## src/rtl/noc_flit_pkg.sv

```systemverilog
`default_nettype none
// =============================================================================
// noc_flit_pkg -- shared 20-bit NoC flit layout and field helpers  | Rev 1.0
// =============================================================================
package noc_flit_pkg;

   localparam int FLIT_W      = 20;
   localparam int PAYLOAD_MSB = 19;
   localparam int PAYLOAD_LSB = 4;
   localparam int PAYLOAD_W   = PAYLOAD_MSB - PAYLOAD_LSB + 1;
   localparam int CLUSTER_MSB = 3;
   localparam int CLUSTER_LSB = 2;
   localparam int LOCAL_MSB   = 1;
   localparam int LOCAL_LSB   = 0;

   typedef logic [FLIT_W-1:0]    flit_t;
   typedef logic [PAYLOAD_W-1:0] payload_t;

   function automatic payload_t flit_payload(input flit_t f);
      return f[PAYLOAD_MSB:PAYLOAD_LSB];
   endfunction

   function automatic logic [1:0] flit_cluster(input flit_t f);
      return f[CLUSTER_MSB:CLUSTER_LSB];
   endfunction

   function automatic logic [1:0] flit_local(input flit_t f);
      return f[LOCAL_MSB:LOCAL_LSB];
   endfunction

   function automatic logic flit_dest_match(input flit_t f, input logic [1:0] cl,
                                            input logic [1:0] lo);
      return (flit_cluster(f) == cl) && (flit_local(f) == lo);
   endfunction

endpackage
`default_nettype wire

```

## src/rtl/datain_sink_node_if.sv

```systemverilog
`default_nettype none
// =============================================================================
// datain_sink_node_if -- valid-only flit ingress bundle  | Rev 1.0
// =============================================================================
interface datain_sink_node_if;
   import noc_flit_pkg::*;

   logic  in_valid;
   flit_t datain;
   logic  in_ready;

   modport master (output in_valid, output datain, input  in_ready);
   modport slave  (input  in_valid, input  datain, output in_ready);
endinterface
`default_nettype wire

```

## src/rtl/sink_fifo.sv

```systemverilog
`default_nettype none
// =============================================================================
// sink_fifo -- synchronous FIFO, power-of-2 depth, separate occupancy count  | Rev 1.0
// =============================================================================
module sink_fifo #(
   parameter int DEPTH = 4,
   parameter int WIDTH = 20
) (
   input  wire logic                     clk,
   input  wire logic                     rst,
   input  wire logic                     i_push,
   input  wire logic [WIDTH-1:0]         i_din,
   input  wire logic                     i_pop,
   output logic      [WIDTH-1:0]         o_dout,
   output logic                          o_full,
   output logic                          o_empty,
   output logic      [$clog2(DEPTH):0]   o_count
);
   localparam int           AW     = $clog2(DEPTH);
   localparam logic [AW:0]  C_FULL = DEPTH[AW:0];

   logic [WIDTH-1:0] r_mem [DEPTH];
   logic [AW-1:0]    r_wr_ptr;
   logic [AW-1:0]    r_rd_ptr;
   logic [AW:0]      r_count;
   logic             w_do_push;
   logic             w_do_pop;

   assign o_full    = (r_count == C_FULL);
   assign o_empty   = (r_count == '0);
   assign o_count   = r_count;
   assign o_dout    = r_mem[r_rd_ptr];
   assign w_do_push = i_push && !o_full;
   assign w_do_pop  = i_pop && !o_empty;

   always_ff @(posedge clk) begin
      if (w_do_push) r_mem[r_wr_ptr] <= i_din;
   end

   // Pointers wrap naturally because DEPTH is a power of two.
   always_ff @(posedge clk) begin
      if (rst) begin
         r_wr_ptr <= '0;
         r_rd_ptr <= '0;
         r_count  <= '0;
      end else begin
         if (w_do_push) r_wr_ptr <= r_wr_ptr + 1'b1;
         if (w_do_pop)  r_rd_ptr <= r_rd_ptr + 1'b1;
         case ({w_do_push, w_do_pop})
            2'b10:   r_count <= r_count + 1'b1;
            2'b01:   r_count <= r_count - 1'b1;
            default: r_count <= r_count;
         endcase
      end
   end
endmodule
`default_nettype wire

```

## src/rtl/datain_sink_node.sv

```systemverilog
`default_nettype none
// =============================================================================
// datain_sink_node -- NoC ejection sink: FIFO, drain FSM, destination stats.
// Optional payload checksum: DATAIN_SINK_CHECKSUM_EN  | Rev 1.0
// =============================================================================
module datain_sink_node
   import noc_flit_pkg::*;
#(
   parameter int MY_CLUSTER   = 0,
   parameter int MY_LOCAL     = 0,
   parameter int FIFO_DEPTH   = 4,
   parameter int DRAIN_GAP    = 0,
   parameter int EXPECT_COUNT = 30
) (
   input  wire logic          clk,
   input  wire logic          rst,
   datain_sink_node_if.slave  in_bus,
   input  wire logic          enable,
   output logic [15:0]        rx_count,
   output logic [7:0]         misroute_count,
   output logic [7:0]         drop_count,
   output logic [15:0]        last_payload,
   output logic [15:0]        payload_sum,
   output logic               done
);
   localparam int          AW         = $clog2(FIFO_DEPTH);
   localparam logic [1:0]  C_MY_CL    = MY_CLUSTER[1:0];
   localparam logic [1:0]  C_MY_LO    = MY_LOCAL[1:0];
   localparam logic [7:0]  C_GAP_LOAD = (DRAIN_GAP > 0) ? 8'(DRAIN_GAP - 1) : 8'd0;
   localparam logic [31:0] C_EXPECT   = 32'(EXPECT_COUNT);
   localparam logic [AW:0] C_ONE      = {{AW{1'b0}}, 1'b1};

   typedef enum logic [1:0] {
      S_IDLE = 2'd0,
      S_POP  = 2'd1,
      S_GAP  = 2'd2,
      S_DONE = 2'd3
   } state_e;

   state_e      r_state, w_state_nxt;
   logic [7:0]  r_gap, w_gap_nxt;
   logic [31:0] r_drained;
   logic [15:0] r_rx, r_last;
   logic [7:0]  r_mis, r_drop;
   flit_t       w_head;
   logic        w_full, w_empty, w_pop, w_push, w_match, w_more, w_tally_hit;
   logic [AW:0] w_count;

   sink_fifo #(.DEPTH(FIFO_DEPTH), .WIDTH(FLIT_W)) u_fifo (
      .clk     (clk),
      .rst     (rst),
      .i_push  (in_bus.in_valid),
      .i_din   (in_bus.datain),
      .i_pop   (w_pop),
      .o_dout  (w_head),
      .o_full  (w_full),
      .o_empty (w_empty),
      .o_count (w_count)
   );

   assign in_bus.in_ready = !w_full;
   assign w_push      = in_bus.in_valid && !w_full;
   assign w_pop       = (r_state == S_POP) && !w_empty;
   assign w_match     = flit_dest_match(w_head, C_MY_CL, C_MY_LO);
   // Occupancy after this cycle's pop: something left or arriving now.
   assign w_more      = (w_count > C_ONE) || w_push;
   assign w_tally_hit = w_pop && ((r_drained + 32'd1) == C_EXPECT);

   always_ff @(posedge clk) begin
      if (rst) begin
         r_state <= S_IDLE;
         r_gap   <= '0;
      end else begin
         r_state <= w_state_nxt;
         r_gap   <= w_gap_nxt;
      end
   end

   always_comb begin
      w_state_nxt = r_state;
      w_gap_nxt   = r_gap;
      case (r_state)
         S_IDLE: if (enable && !w_empty) w_state_nxt = S_POP;
         S_POP: begin
            if (w_tally_hit) begin
               w_state_nxt = S_DONE;
            end else if (DRAIN_GAP > 0) begin
               w_state_nxt = S_GAP;
               w_gap_nxt   = C_GAP_LOAD;
            end else if (enable && w_more) begin
               w_state_nxt = S_POP;
            end else begin
               w_state_nxt = S_IDLE;
            end
         end
         S_GAP: begin
            if (enable) begin
               if (r_gap == 8'd0) w_state_nxt = S_IDLE;
               else               w_gap_nxt   = r_gap - 8'd1;
            end
         end
         S_DONE:  w_state_nxt = S_DONE;
         default: w_state_nxt = S_IDLE;
      endcase
   end

   always_ff @(posedge clk) begin
      if (rst) begin
         r_drained <= '0;
         r_rx      <= '0;
         r_mis     <= '0;
         r_drop    <= '0;
         r_last    <= '0;
      end else begin
         // Full is judged on pre-edge occupancy, so a same-cycle pop never rescues.
         if (in_bus.in_valid && w_full && (r_drop != 8'hFF)) r_drop <= r_drop + 8'd1;
         if (w_pop) begin
            r_drained <= r_drained + 32'd1;
            if (w_match) begin
               if (r_rx != 16'hFFFF) r_rx <= r_rx + 16'd1;
               r_last <= flit_payload(w_head);
            end else if (r_mis != 8'hFF) begin
               r_mis <= r_mis + 8'd1;
            end
         end
      end
   end

`ifdef DATAIN_SINK_CHECKSUM_EN
   logic [15:0] r_sum;
   always_ff @(posedge clk) begin
      if (rst)                    r_sum <= '0;
      else if (w_pop && w_match)  r_sum <= r_sum + flit_payload(w_head);
   end
   assign payload_sum = r_sum;
`else
   assign payload_sum = 16'd0;
`endif

   assign rx_count       = r_rx;
   assign misroute_count = r_mis;
   assign drop_count     = r_drop;
   assign last_payload   = r_last;
   assign done           = (r_state == S_DONE);
endmodule
`default_nettype wire

```

## src/flat_wrapper.sv

```systemverilog
// flat-port wrapper written by rule: the top's interface ports become plain ports
module datain_sink_node_flat import noc_flit_pkg::*;
#(
   parameter int MY_CLUSTER   = 0,
   parameter int MY_LOCAL     = 0,
   parameter int FIFO_DEPTH   = 4,
   parameter int DRAIN_GAP    = 0,
   parameter int EXPECT_COUNT = 30
)
  (clk, rst, enable, rx_count, misroute_count, drop_count, last_payload, payload_sum, done, in_bus_in_valid, in_bus_datain, in_bus_in_ready);
  datain_sink_node_if in_bus_i ();
  input  wire logic clk;
  input  wire logic rst;
  input  wire logic enable;
  output logic [15:0] rx_count;
  output logic [7:0] misroute_count;
  output logic [7:0] drop_count;
  output logic [15:0] last_payload;
  output logic [15:0] payload_sum;
  output logic done;
  input wire logic [$bits(in_bus_i.in_valid)-1:0] in_bus_in_valid;
  input wire logic [$bits(in_bus_i.datain)-1:0] in_bus_datain;
  output wire logic [$bits(in_bus_i.in_ready)-1:0] in_bus_in_ready;
  assign in_bus_i.in_valid = in_bus_in_valid;
  assign in_bus_i.datain = in_bus_datain;
  assign in_bus_in_ready = in_bus_i.in_ready;
  datain_sink_node #(.MY_CLUSTER(MY_CLUSTER), .MY_LOCAL(MY_LOCAL), .FIFO_DEPTH(FIFO_DEPTH), .DRAIN_GAP(DRAIN_GAP), .EXPECT_COUNT(EXPECT_COUNT)) u_core (.clk(clk), .rst(rst), .in_bus(in_bus_i), .enable(enable), .rx_count(rx_count), .misroute_count(misroute_count), .drop_count(drop_count), .last_payload(last_payload), .payload_sum(payload_sum), .done(done));
endmodule
```

## config.mk

```make
export PLATFORM = sky130hd
export DESIGN_NAME = datain_sink_node_flat
export DESIGN_NICKNAME = d
export VERILOG_FILES = /design/src/rtl/noc_flit_pkg.sv /design/src/rtl/datain_sink_node_if.sv /design/src/rtl/sink_fifo.sv /design/src/rtl/datain_sink_node.sv /design/src/flat_wrapper.sv
export SDC_FILE = /design/constraint.sdc
export NUM_CORES = 1
export LEC_CHECK = 0
export ABC_CLOCK_PERIOD_IN_PS = 6510
export CORE_MARGIN = 2
export CORE_UTILIZATION = 61
export CTS_CLUSTER_DIAMETER = 200
export DETAILED_ROUTE_END_ITERATION = 12
export PLACE_DENSITY = 0.85
export SYNTH_ARGS = -nofsm -noshare
export SYNTH_HDL_FRONTEND = slang
export SYNTH_SLANG_ARGS = --single-unit
```

## constraint.sdc

```tcl
create_clock -name clk -period 6.51 [get_ports clk]
set_clock_uncertainty 0.05 [all_clocks]
set_input_delay 1.302 -clock clk [delete_from_list [all_inputs] [get_ports clk]]
set_output_delay 1.302 -clock clk [all_outputs]
set_load 0.02 [all_outputs]
```

======== Word level (Yosys, flattened, before mapping) ========
Memory sizes are Yosys's and may differ from the RTL's. A register that Yosys moved wholly into a read port is not among the register bits.
Cells that the tools add are included.
storage, ports and cells
  flip-flop bits (word level) ............. 97
  RAM bits ................................ 80
  input bits .............................. 24
  output and inout port bits .............. 66
  word-level logic and storage cells ...... 70
  memories ................................ 1
memories
  name                 depth  bits a word  rd ports  clocked after memory_dff  wr ports  RTL line         RTL
  u_core.u_fifo.r_mem  4      20           1         1                         1         sink_fifo.sv:22  logic [WIDTH-1:0] r_mem [DEPTH];
operators by class
  add/subtract/negate cells ............... 9
  $lt $le $gt $ge ......................... 1
  equal/unequal tests ..................... 13
  multiplexer cells ....................... 11
  bitwise gates (word level) .............. 2
  reductions and logical operators ........ 23
operator list
  operator                 count
  $add A32 B1 Y32 const B  1
  $eq A32 B5 Y1 const B    1
  $add A16 B1 Y16 const B  1
  $add A8 B1 Y8 const B    2
  $ne A16 B16 Y1 const B   1
  $ne A8 B8 Y1 const B     2
  $mux W2                  6
  $reduce_and A3 Y1        4
  $logic_and A1 B1 Y1      9
  $logic_not A8 Y1         1
  $pmux W2 S4              1
  $sub A8 B1 Y8 const B    1
  $eq A2 B2 Y1 const B     3
  $logic_not A2 Y1         3
  $pmux W3 S2              1
  $add A2 B1 Y2 const B    2
  $eq A2 B1 Y1 const B     2
  $ne A2 B1 Y1 const B     2
  $add A3 B1 Y3 const B    1
  $eq A3 B3 Y1 const B     1
  $gt A3 B1 Y1 const B     1
  $logic_not A3 Y1         1
  $mux W1                  3
  $sub A3 B1 Y3 const B    1
  other kinds (6)          8

======== Depth between registers and ports, before layout ========
Gate-level depths: netlist of run 1.
  word-level depth ........................ 8
  depth in mapped cells ................... 11
  depth with buffers taken out ............ 10

======== Hierarchy ========
From an unflattened synthesis of run 1, not the netlist that was laid out.
unflattened totals
  cell total of the unflattened synthesis .. 720
  area, all modules ....................... 7986.4 µm²
by module, submodules not included
  module            times used  cells an instance  area an instance (µm²)  seq. area each (µm²)
  datain_sink_node  1           562                4624.4                  1801.7
  sink_fifo         1           158                3362.0                  2582.5

======== Least setup slack after synthesis of run 1 ========
Ideal clock, no wire load.
  path kind ............................... register to register
  start point ............................. register u_core.r_drained[0]
  end point ............................... register u_core.r_state[1]
  setup time .............................. 0.069 ns
  arrival time ............................ 2.613 ns
  data required time ...................... 6.391 ns
  setup slack ............................. 3.778 ns
  cell stages (with the launch flop) ...... 11
  path buffers ............................ 2
  clock period less this slack ............ 2.732 ns
  cell sequence ........................... dfxtp_1 > ha_1 > clkbuf_1 > inv_1 > or4_1 > clkbuf_2 > nor4_1 > xnor2_1 > nand4b_1 > or4_1 > o21ai_1
on the way
  cells in the longest elaborated chain, start to end .. 5
ends and longest elaborated chain
  what                    RTL line                 RTL
  start, declared         datain_sink_node.sv:42   logic [31:0] r_drained;
  start signal, assigned  datain_sink_node.sv:118  r_drained <= r_drained + 32'd1;
  $add A32 B1 Y32         datain_sink_node.sv:67   assign w_tally_hit = w_pop && ((r_drained + 32'd1) == C_EXPECT);
  $eq A32 B5 Y1           datain_sink_node.sv:67
  $logic_and A1 B1 Y1     datain_sink_node.sv:67
  $mux W2                 datain_sink_node.sv:85   if (w_tally_hit) begin
  $pmux W2 S4             datain_sink_node.sv:82   case (r_state)
  end signal, assigned    datain_sink_node.sv:74   r_state <= w_state_nxt;
  end, declared           datain_sink_node.sv:40   state_e r_state, w_state_nxt;
Every way passes these cells.
A chain may end at the register's enable or synchronous reset.

======== Worst setup path after layout of run 1 ========
  start point ............................. register u_core.u_fifo.r_count[0], in the netlist u_core.u_fifo.o_count[0]
  end point ............................... output port in_bus_in_ready
on the way
  cells in the longest elaborated chain, start to end .. 2
ends and longest elaborated chain
  what                    RTL line                RTL
  start, declared         sink_fifo.sv:25         logic [AW:0] r_count;
  start signal, assigned  sink_fifo.sv:50         2'b10: r_count <= r_count + 1'b1;
  start signal, assigned  sink_fifo.sv:51         2'b01: r_count <= r_count - 1'b1;
  start signal, assigned  sink_fifo.sv:52         default: r_count <= r_count;
  $eq A3 B3 Y1            sink_fifo.sv:29         assign o_full = (r_count == C_FULL);
  $logic_not A1 Y1        datain_sink_node.sv:61  assign in_bus.in_ready = !w_full;
  end, declared           flat_wrapper.sv:23      output wire logic [$bits(in_bus_i.in_ready)-1:0] in_bus_in_ready;
Every way passes these cells.

==> metrics.csv, run 1 <==
metric,value,unit
largest net degree at the start of global routing,65,
"Max FO, Critical Path",6,
Vias/cell,5.827,
Min-Delay Endpoint,u_core.last_payload[5]$_SDFFE_PP0P_,
Bufs on Longest Clock Path,2,
Hold Path Cell Cnt,2,
max-cap viol count,0,
min-delay src,u_core.last_payload[5]$_SDFFE_PP0P_,
Internal,1.855,mW
met2 Usage GRT,42.50,%
Rows,42,
Synth Flop Type,dfxtp_1,
status,"finished, final reports clean",
Worst Path Arrival,2010,ps
clk_lat worst skew,430,ps
GRT met3 Usage,5.323,%
maximum vdd drop,0.2819,mV
# H-tree levels,4,
"EDFF count, synth",80,
"Slew Viols, Final",0,
Remaining DRCs,0,
Reg2Reg Capture Point,u_core.misroute_count[7]$_SDFFE_PP0P_,
combinational power share,8.5,%
antenna fix cells,0,
Hold Crit Class,reg -> reg,
PortBufs,73,
R2R depth,10,
Total GRT Usage,24.54,%
Fin. Hold Viols,0,
vias in the first global route,5567,
# resized after CTS,0,
Worst R2R Setup Slack,3460,ps
Die ar.,14290,um^2
Avg Inst Size Synth,11.05,um^2
CTS Root Cell,clkbuf_16,
unique cell type count in the Yosys netlist,63,
Crit. End Element,output pin,
yosys warns,0,
Die W,119.5,um
fraction of registers with async set/reset,0,%
Initial Util,61.96,%
gr busiest metal,met2,
Clk network pwr share,41.0,%
TritonCTS sink count,179,
detailed placer's ending HPWL,11370,um
Crit Path Class,reg -> out,
worst-margin pin slew,1065,ps
switching share of power,24.75,%
initial antenna violation count,0,
area grow syn2layout,15.62,%
Slew Limit Headroom,29.01,%
Post-Syn Instances,737,
setup TNS,0,ps
crit path time final,3365,ps
"Reg clk slew, reported paths",70,ps
Core Box Area,13140,um^2
Setup Buffers After CTS,0,
share of cells above drive strength 1,8.750,%
DRT Pass-1 Iters,5,
power per cell area,261.9,nW/um^2
CTS Buf Count,17,
Die Y,119.5,um
register area share after synthesis,53.86,%
drt wl/cell,17.21,um
NetSw,0.6101,mW
RSZ-0062 raised after global routing,false,
DR vias,5687,
GP Congestion,0.8975,
FMAX,297.1,MHz
Design Power,2.465,mW
setup violators final,0,
Nets,827,
antenna-violating nets left,0,
WP data required,5160,ps
io pins,90,
Iter 0 DRT Violations,405,
CTS tree,done,
P_leak,3.304,nW
Filler Cell Count,926,
drt total wl,16800,um
Post-Syn Area,8140,um^2
global-route wire length before repair,27590,um
FF-to-FF Start,u_core.u_fifo.o_count[0]$_SDFFE_PP0P_,
#FFs+latches synth,179,
Seq pwr share,50.5,%
GR Layer Usage met1,30.83,%
CP Launch Type,flop,
fin crit share,51.70,%
global route overflow,0,
cts hold-fix bufs,0,
## area by class of cell
cell class / count / area, um^2 / share of cell area (%)
clock inverter: 15 / 163.9 / 1.742
inverter: 19 / 71.32 / 0.7578
sequential: 179 / 4384 / 46.58
timing repair buffer: 75 / 740.7 / 7.870
clock buffer: 17 / 425.4 / 4.520
multi-input combinational: 495 / 3406 / 36.19
tap: 176 / 220.2 / 2.340
## power groups by stage
stage | logic, mW | clock network [mW] | registers [mW]
2_1_floorplan | 0.154 | 0 | 1.26
3_3_place_gp | 0.199 | 0 | 1.26
3_5_place_dp | 0.206 | 0 | 1.27
4_1_cts | 0.210 | 1.02 | 1.24
5_1_grt | 0.229 | 1.06 | 1.25
6_report | 0.209 | 1.01 | 1.24
## registers in the layout (all words and copies together), names as in the netlist, named ones only
register	cells
u_core.r_gap	8
u_core.last_payload	16
u_core.misroute_count	8
u_core.u_fifo.r_rd_ptr	2
u_core.r_drained	32
u_core.u_fifo.o_count	3
u_core.r_state	2
u_core.drop_count	8
u_core.rx_count	16
u_core.u_fifo.r_wr_ptr	2
u_core.u_fifo.r_mem	80
## synth_stat cells, types with 14 or more instances
| cell | count | area [um^2] |
|---|---|---|
| nand4_1 | 25 | 156.4 |
| ha_1 | 16 | 200.2 |
| mux4_2 | 17 | 382.9 |
| nand2_1 | 37 | 138.9 |
| xor2_1 | 30 | 262.8 |
| mux2i_1 | 20 | 200.2 |
| nand3_1 | 29 | 145.1 |
| nor3_1 | 18 | 90.09 |
| buf_4 | 19 | 142.6 |
| edfxtp_1 | 80 | 2402 |
| a21oi_1 | 15 | 75.07 |
| xnor2_1 | 41 | 359.1 |
| or3_1 | 15 | 93.84 |
| inv_1 | 18 | 67.56 |
| o21ai_0 | 17 | 85.08 |
| nor2_1 | 108 | 405.4 |
| clkbuf_1 | 19 | 71.32 |
| and3_1 | 14 | 87.58 |
| dfxtp_1 | 99 | 1982 |
## critical path, cell delays in order (launching register included)
cell             delay, ps
dfxtp_1                440
inv_1                  100
ha_1                   240
nand2_1                160
clkdlybuf4s50_1        640
## kinds of logic after synthesis
kind of cell,Yosys count,synth area share (%)
other,1,0.04607
flip-flops,179,53.86
AO/OA/AOI/OAI,58,4.811
multiplexers,39,7.439
buffers and inverters,78,4.995
AND/OR/NAND/NOR,295,18.75
XOR/XNOR,71,7.639
adder cells (fa/ha/maj),16,2.459
## cells in the final DEF (no fill, tap or decap), drive strengths merged, types with 14 or more instances in the layout
master	n
edfxtp	80
nand3	30
ha	16
dfxtp	99
nand2	37
conb	16
nor2	108
xor2	30
nor3	18
and3	14
xnor2	41
clkbuf	17
a21oi	15
o21ai	18
mux2i	20
nand4	29
or3	15
clkdlybuf4s50	72
inv	28
mux4	17
## per-layer routing
layer	vias up	share of wire, %
li1	2710	-
met1	2805	43
met2	147	51
met3	25	4.3
met4	0	1.7
met5	-	0
## worst max-delay path by stage
stage          slack [ps]                                  start  cells after the start                              endpoint
2_1_floorplan        3780       u_core.r_drained[0]$_SDFFE_PP0P_                     10        u_core.r_state[1]$_SDFFE_PP0P_
3_3_place_gp         3320                        in_bus_in_valid                      2  u_core.u_fifo.r_mem[1][10]$_DFFE_PP_
3_5_place_dp         3260                        in_bus_in_valid                      2  u_core.u_fifo.r_mem[1][11]$_DFFE_PP_
4_1_cts              3150  u_core.u_fifo.o_count[0]$_SDFFE_PP0P_                      4                       in_bus_in_ready
5_1_grt              3050  u_core.u_fifo.o_count[0]$_SDFFE_PP0P_                      4                       in_bus_in_ready
6_report             3140  u_core.u_fifo.o_count[0]$_SDFFE_PP0P_                      4                       in_bus_in_ready
## metrics by stage
| step | util [%] | cell area [um^2] | worst slack (ps) | hold WS (ps) | cells |
|---|---|---|---|---|---|
| finish | 71.64 | 9412 | 3145 | 444.8 | 976 |
| global route | 71.64 | 9412 | 3050 | 468.5 | 976 |
| CTS | 71.64 | 9412 | 3146 | 450.1 | 976 |
| detailed placement | 67.15 | 8822 | 3264 | 435.7 | 944 |
| global placement | 67.15 | 8822 | 3321 | 415.6 | 944 |
| floorplan | - | 8197 | 3778 | 401.7 | 752 |
Note: power is estimated with default switching activity, not from simulation.
==> run 2: changes to the inputs <==
Settings changed: ABC_CLOCK_PERIOD_IN_PS 6510 to 3500, CORE_UTILIZATION 61 to 56, PLACE_DENSITY 0.85 to 0.79.
Clock period 6.51 ns to 3.5 ns, I/O delays scaled along.
==> run 2 against run 1 <==
Clock power grew 87%. Cell area is 0.74% higher. Sequential power grew 86%. Global-route usage is 2.0 points lower. Critical path depth up 4. Count of clock-buffer cells in the layout grew 2. Register-to-register slack lost 2900 ps. Critical path type is now reg -> reg. Largest cell class unchanged.
==> metrics.csv, run 2 (same netlist as run 1, synthesis figures left out) <==
metric,value,unit
Internal,3.488,mW
Seq pwr share,50.3,%
Crit Path Class,reg -> reg,
global-route wire length before repair,28250,um
CTS tree,done,
setup violators final,0,
max-cap viol count,0,
"most used cell, CP",or4_1,
drt total wl,16930,um
Worst Path Arrival,3280,ps
clk_lat worst skew,430,ps
initial antenna violation count,0,
fin crit share,84.66,%
Rows,44,
"Slew Viols, Final",0,
antenna-violating nets left,0,
"commonest non-fill, non-tap cell in the layout",nor2_1,
Clk network pwr share,41.1,%
"Max FO, Critical Path",8,
setup TNS,0,ps
area grow syn2layout,16.48,%
# resized after CTS,0,
fin util,65.99,%
PortBufs,73,
NetSw,1.107,mW
maximum vdd drop,0.4442,mV
WP data required,3810,ps
"CP delay by family, top",simple AND/OR/NAND/NOR gates,
P_leak,3.340,nW
largest net degree at the start of global routing,36,
FMAX,337.5,MHz
worst-margin pin slew,685.0,ps
DR vias,5707,
global route overflow,0,
Design Power,4.595,mW
Initial Util,56.65,%
Vias/cell,5.759,
Die Y,124.6,um
Filler Cell Count,1052,
switching share of power,24.10,%
cts hold-fix bufs,0,
"Reg clk slew, reported paths",70,ps
Crit. End Element,flop,
Hold Crit Class,reg -> reg,
DRT Pass-1 Iters,5,
CP peak stage delay,700,ps
Worst R2R Setup Slack,540,ps
CTS Root Cell,clkbuf_16,
antenna fix cells,0,
CTS Buf Count,17,
Nets,834,
Core Box Area,14370,um^2
drt wl/cell,17.08,um
Reg with most FFs,u_core.u_fifo.r_mem,
Largest register FFs,80,
Fin. Hold Viols,0,
Buf/Inv on CP,1,
Slew Limit Headroom,54.29,%
Die ar.,15520,um^2
TritonCTS sink count,179,
share of cells above drive strength 1,9.418,%
# H-tree levels,4,
"Critical Path, Cell by Cell","ha_1, inv_1, or4_1, nor4_1, xnor2_1, nand4b_1, or4_1, o21ai_1",
power per cell area,484.6,nW/um^2
GP Congestion,0.9268,
Bufs on Longest Clock Path,2,
"Slowest-stage cell, CP",or4_1,
detailed placer's ending HPWL,11310,um
biggest regs,"u_core.u_fifo.r_mem (80), u_core.r_drained (32)",
RSZ-0062 raised after global routing,false,
most frequent cells in the layout,"nor2_1 (108), dfxtp_1 (99), edfxtp_1 (80)",
vias in the first global route,5700,
Setup Buffers After CTS,0,
CP Launch Type,flop,
Total GRT Usage,22.59,%
io pins,90,
Remaining DRCs,0,
combinational power share,8.5,%
Iter 0 DRT Violations,452,
Die W,124.6,um
crit path time final,2963,ps
status,"finished, final reports clean",
-- run 2: metrics by stage --
| step | cells | hold WS (ps) | setup WS [ps] | area [um^2] |
|---|---|---|---|---|
| after detailed placement | 959 | 436.8 | 552.7 | 8885 |
| after floorplan | 752 | 401.7 | 767.9 | 8197 |
| after global placement | 959 | 416.4 | 696.0 | 8885 |
| final | 991 | 454.0 | 536.8 | 9482 |
| after global routing | 991 | 487.4 | 335.1 | 9482 |
| after CTS | 991 | 457.2 | 534.4 | 9482 |
-- run 2: tightest hold or removal path, delay by kind of cell, from the launching register on --
family           cells  cell delay, ps
multiplexers         1              70
flip-flops           1             330
AND/OR/NAND/NOR      1              70
-- run 2: path summary, 6_finish.rpt --
path | cells past startpoint | from | endpoint
max | 8 | u_core.r_drained[0]$_SDFFE_PP0P_ | u_core.r_state[1]$_SDFFE_PP0P_
min | 2 | u_core.last_payload[8]$_SDFFE_PP0P_ | u_core.last_payload[8]$_SDFFE_PP0P_
max reg2reg | 8 | u_core.r_drained[0]$_SDFFE_PP0P_ | u_core.r_state[1]$_SDFFE_PP0P_
min reg2reg | 2 | u_core.last_payload[8]$_SDFFE_PP0P_ | u_core.last_payload[8]$_SDFFE_PP0P_
-- run 2: area by class of cell --
| class | instances | area [um^2] | area share, % |
|---|---|---|---|
| Clock inverter | 13 | 142.6 | 1.504 |
| Tap cell | 184 | 230.2 | 2.428 |
| Timing Repair Buffer | 82 | 793.3 | 8.366 |
| Sequential cell | 179 | 4384 | 46.24 |
| Multi-Input combinational cell | 495 | 3406 | 35.92 |
| Clock buffer | 19 | 454.2 | 4.790 |
| Inverter | 19 | 71.32 | 0.7522 |
-- run 2: power by group through the flow --
stage / Sequential (mW) / Combinational [mW] / Clock (mW)
3_3_place_gp: 2.35 / 0.375 / 0
5_1_grt: 2.32 / 0.431 / 2.00
2_1_floorplan: 2.35 / 0.286 / 0
4_1_cts: 2.31 / 0.394 / 1.92
3_5_place_dp: 2.36 / 0.389 / 0
6_report: 2.31 / 0.391 / 1.89
-- run 2: layer usage --
metal	GRT usage [%]	vias to the layer above	share of wire, %
met3	5.756	23	4.9
met5	0	-	0
met2	38.93	156	52
met4	7.006	0	1.3
li1	-	2717	-
met1	27.99	2811	42
==> run 3: changes to the inputs <==
Settings changed: ABC_CLOCK_PERIOD_IN_PS 3500 to 3000.
Clock period 3.5 ns to 3 ns, I/O delays scaled along.
==> run 3 against run 2 <==
Sequential cell count unchanged. Hold slack got worse by 15 ps. Largest cell class unchanged. Largest power group unchanged. Cell area up 0.77%. Die area unchanged. Global-route usage fell by 0.90 points. Count of clock-buffer cells in the layout fell by 2.
==> metrics.csv, run 3 (same netlist as run 1, synthesis figures left out) <==
metric,value,unit
status,"finished, final reports clean",
Nets,842,
PortBufs,73,
Post-DP Area,8957,um^2
Fin. Hold Viols,0,
Vias/cell,5.668,
share of cells above drive strength 1,10.43,%
Hold Path Cell Cnt,2,
CTS Root Cell,clkbuf_16,
Fin Hold WS,439.4,ps
Die ar.,15520,um^2
Die W,124.6,um
max-cap viol count,0,
Total GRT Usage,21.69,%
Design Power,5.358,mW
post-route cell area,9554,um^2
CTS Buf Count,17,
global-route wire length before repair,26890,um
antenna-violating nets left,0,
Slew Limit Headroom,55.75,%
DR vias,5662,
drt total wl,16420,um
area grow syn2layout,17.37,%
maximum vdd drop,0.4927,mV
Non-Filler Instances,999,
"Reg clk slew, reported paths",70,ps
DP Cell Count,967,
fin crit share,93.75,%
Hold Crit Class,reg -> reg,
largest net degree at the start of global routing,38,
most frequent cells in the layout,"nor2_1 (108), dfxtp_1 (99), edfxtp_1 (80)",
Reg with most FFs,u_core.u_fifo.r_mem,
Initial Util,56.65,%
crit path time final,2813,ps
CP Launch Type,flop,
io pins,90,
"commonest non-fill, non-tap cell in the layout",nor2_1,
"Max FO, Critical Path",8,
biggest regs,"u_core.u_fifo.r_mem (80), u_core.r_drained (32)",
vias in the first global route,5513,
WP data required,3330,ps
global route overflow,0,
Core Box Area,14370,um^2
register area,4384,um^2
Rows,44,
Filler Cell Count,1039,
dpl ws,241.5,ps
initial antenna violation count,0,
Final WS setup,187.5,ps
setup TNS,0,ps
detailed placer's ending HPWL,11230,um
Remaining DRCs,0,
"Slew Viols, Final",0,
setup violators final,0,
R2R depth,7,
Crit. End Element,flop,
Largest register FFs,80,
# resized after CTS,0,
clk_lat worst skew,440,ps
P_leak,3.388,nW
power per cell area,560.8,nW/um^2
Crit Path Class,reg -> reg,
drt wl/cell,16.44,um
Worst Path Arrival,3140,ps
CTS tree,done,
antenna fix cells,0,
RSZ-0062 raised after global routing,false,
fin util,66.49,%
FMAX,355.6,MHz
TritonCTS sink count,179,
# H-tree levels,4,
GP Congestion,0.9546,
worst-margin pin slew,663.0,ps
Multi-input gate area,3406,um^2
Bufs on Longest Clock Path,2,
Setup Buffers After CTS,0,
cts hold-fix bufs,0,
Iter 0 DRT Violations,340,
DRT Pass-1 Iters,5,
Die Y,124.6,um
run 3: worst paths after layout:
path / slack [ps] / to / startpoint
setup reg to reg: 190 / u_core.r_state[0]$_SDFFE_PP0P_ / u_core.r_drained[3]$_SDFFE_PP0P_
hold reg to reg: 440 / u_core.r_gap[7]$_SDFFE_PP0P_ / u_core.r_gap[7]$_SDFFE_PP0P_
hold / removal: 440 / u_core.r_gap[7]$_SDFFE_PP0P_ / u_core.r_gap[7]$_SDFFE_PP0P_
setup / recovery: 190 / u_core.r_state[0]$_SDFFE_PP0P_ / u_core.r_drained[3]$_SDFFE_PP0P_
run 3: final cells by class:
| class | count | area share (%) |
|---|---|---|
| Clock buffer | 17 | 4.453 |
| Clock inverter | 15 | 1.794 |
| Inverter | 19 | 0.7465 |
| Multi-Input combinational cell | 495 | 35.65 |
| Sequential cell | 179 | 45.89 |
| Tap cell | 184 | 2.410 |
| Timing Repair Buffer | 90 | 9.062 |
run 3: power breakdown:
group	leakage [nW]	internal, mW	total, mW	switching, mW
clock network	0.291	1.13	2.20	1.06
logic	1.56	0.205	0.466	0.261
registers	1.53	2.65	2.70	0.0469
run 3: per-layer routing:
metal / GRT usage [%] / part of all wire, %
met3: 5.541 / 4.7
met1: 26.18 / 42
met4: 7.733 / 2.1
met2: 37.64 / 51
met5: 0 / 0
run 3: critical path, cell delays in order (launching register included):
cell and delay, ps:
dfxtp_1 510, and4_1 330, nand4_1 200, or2_2 390, xnor2_1 130, or4_1 550, o41ai_1 400, o311a_1 200
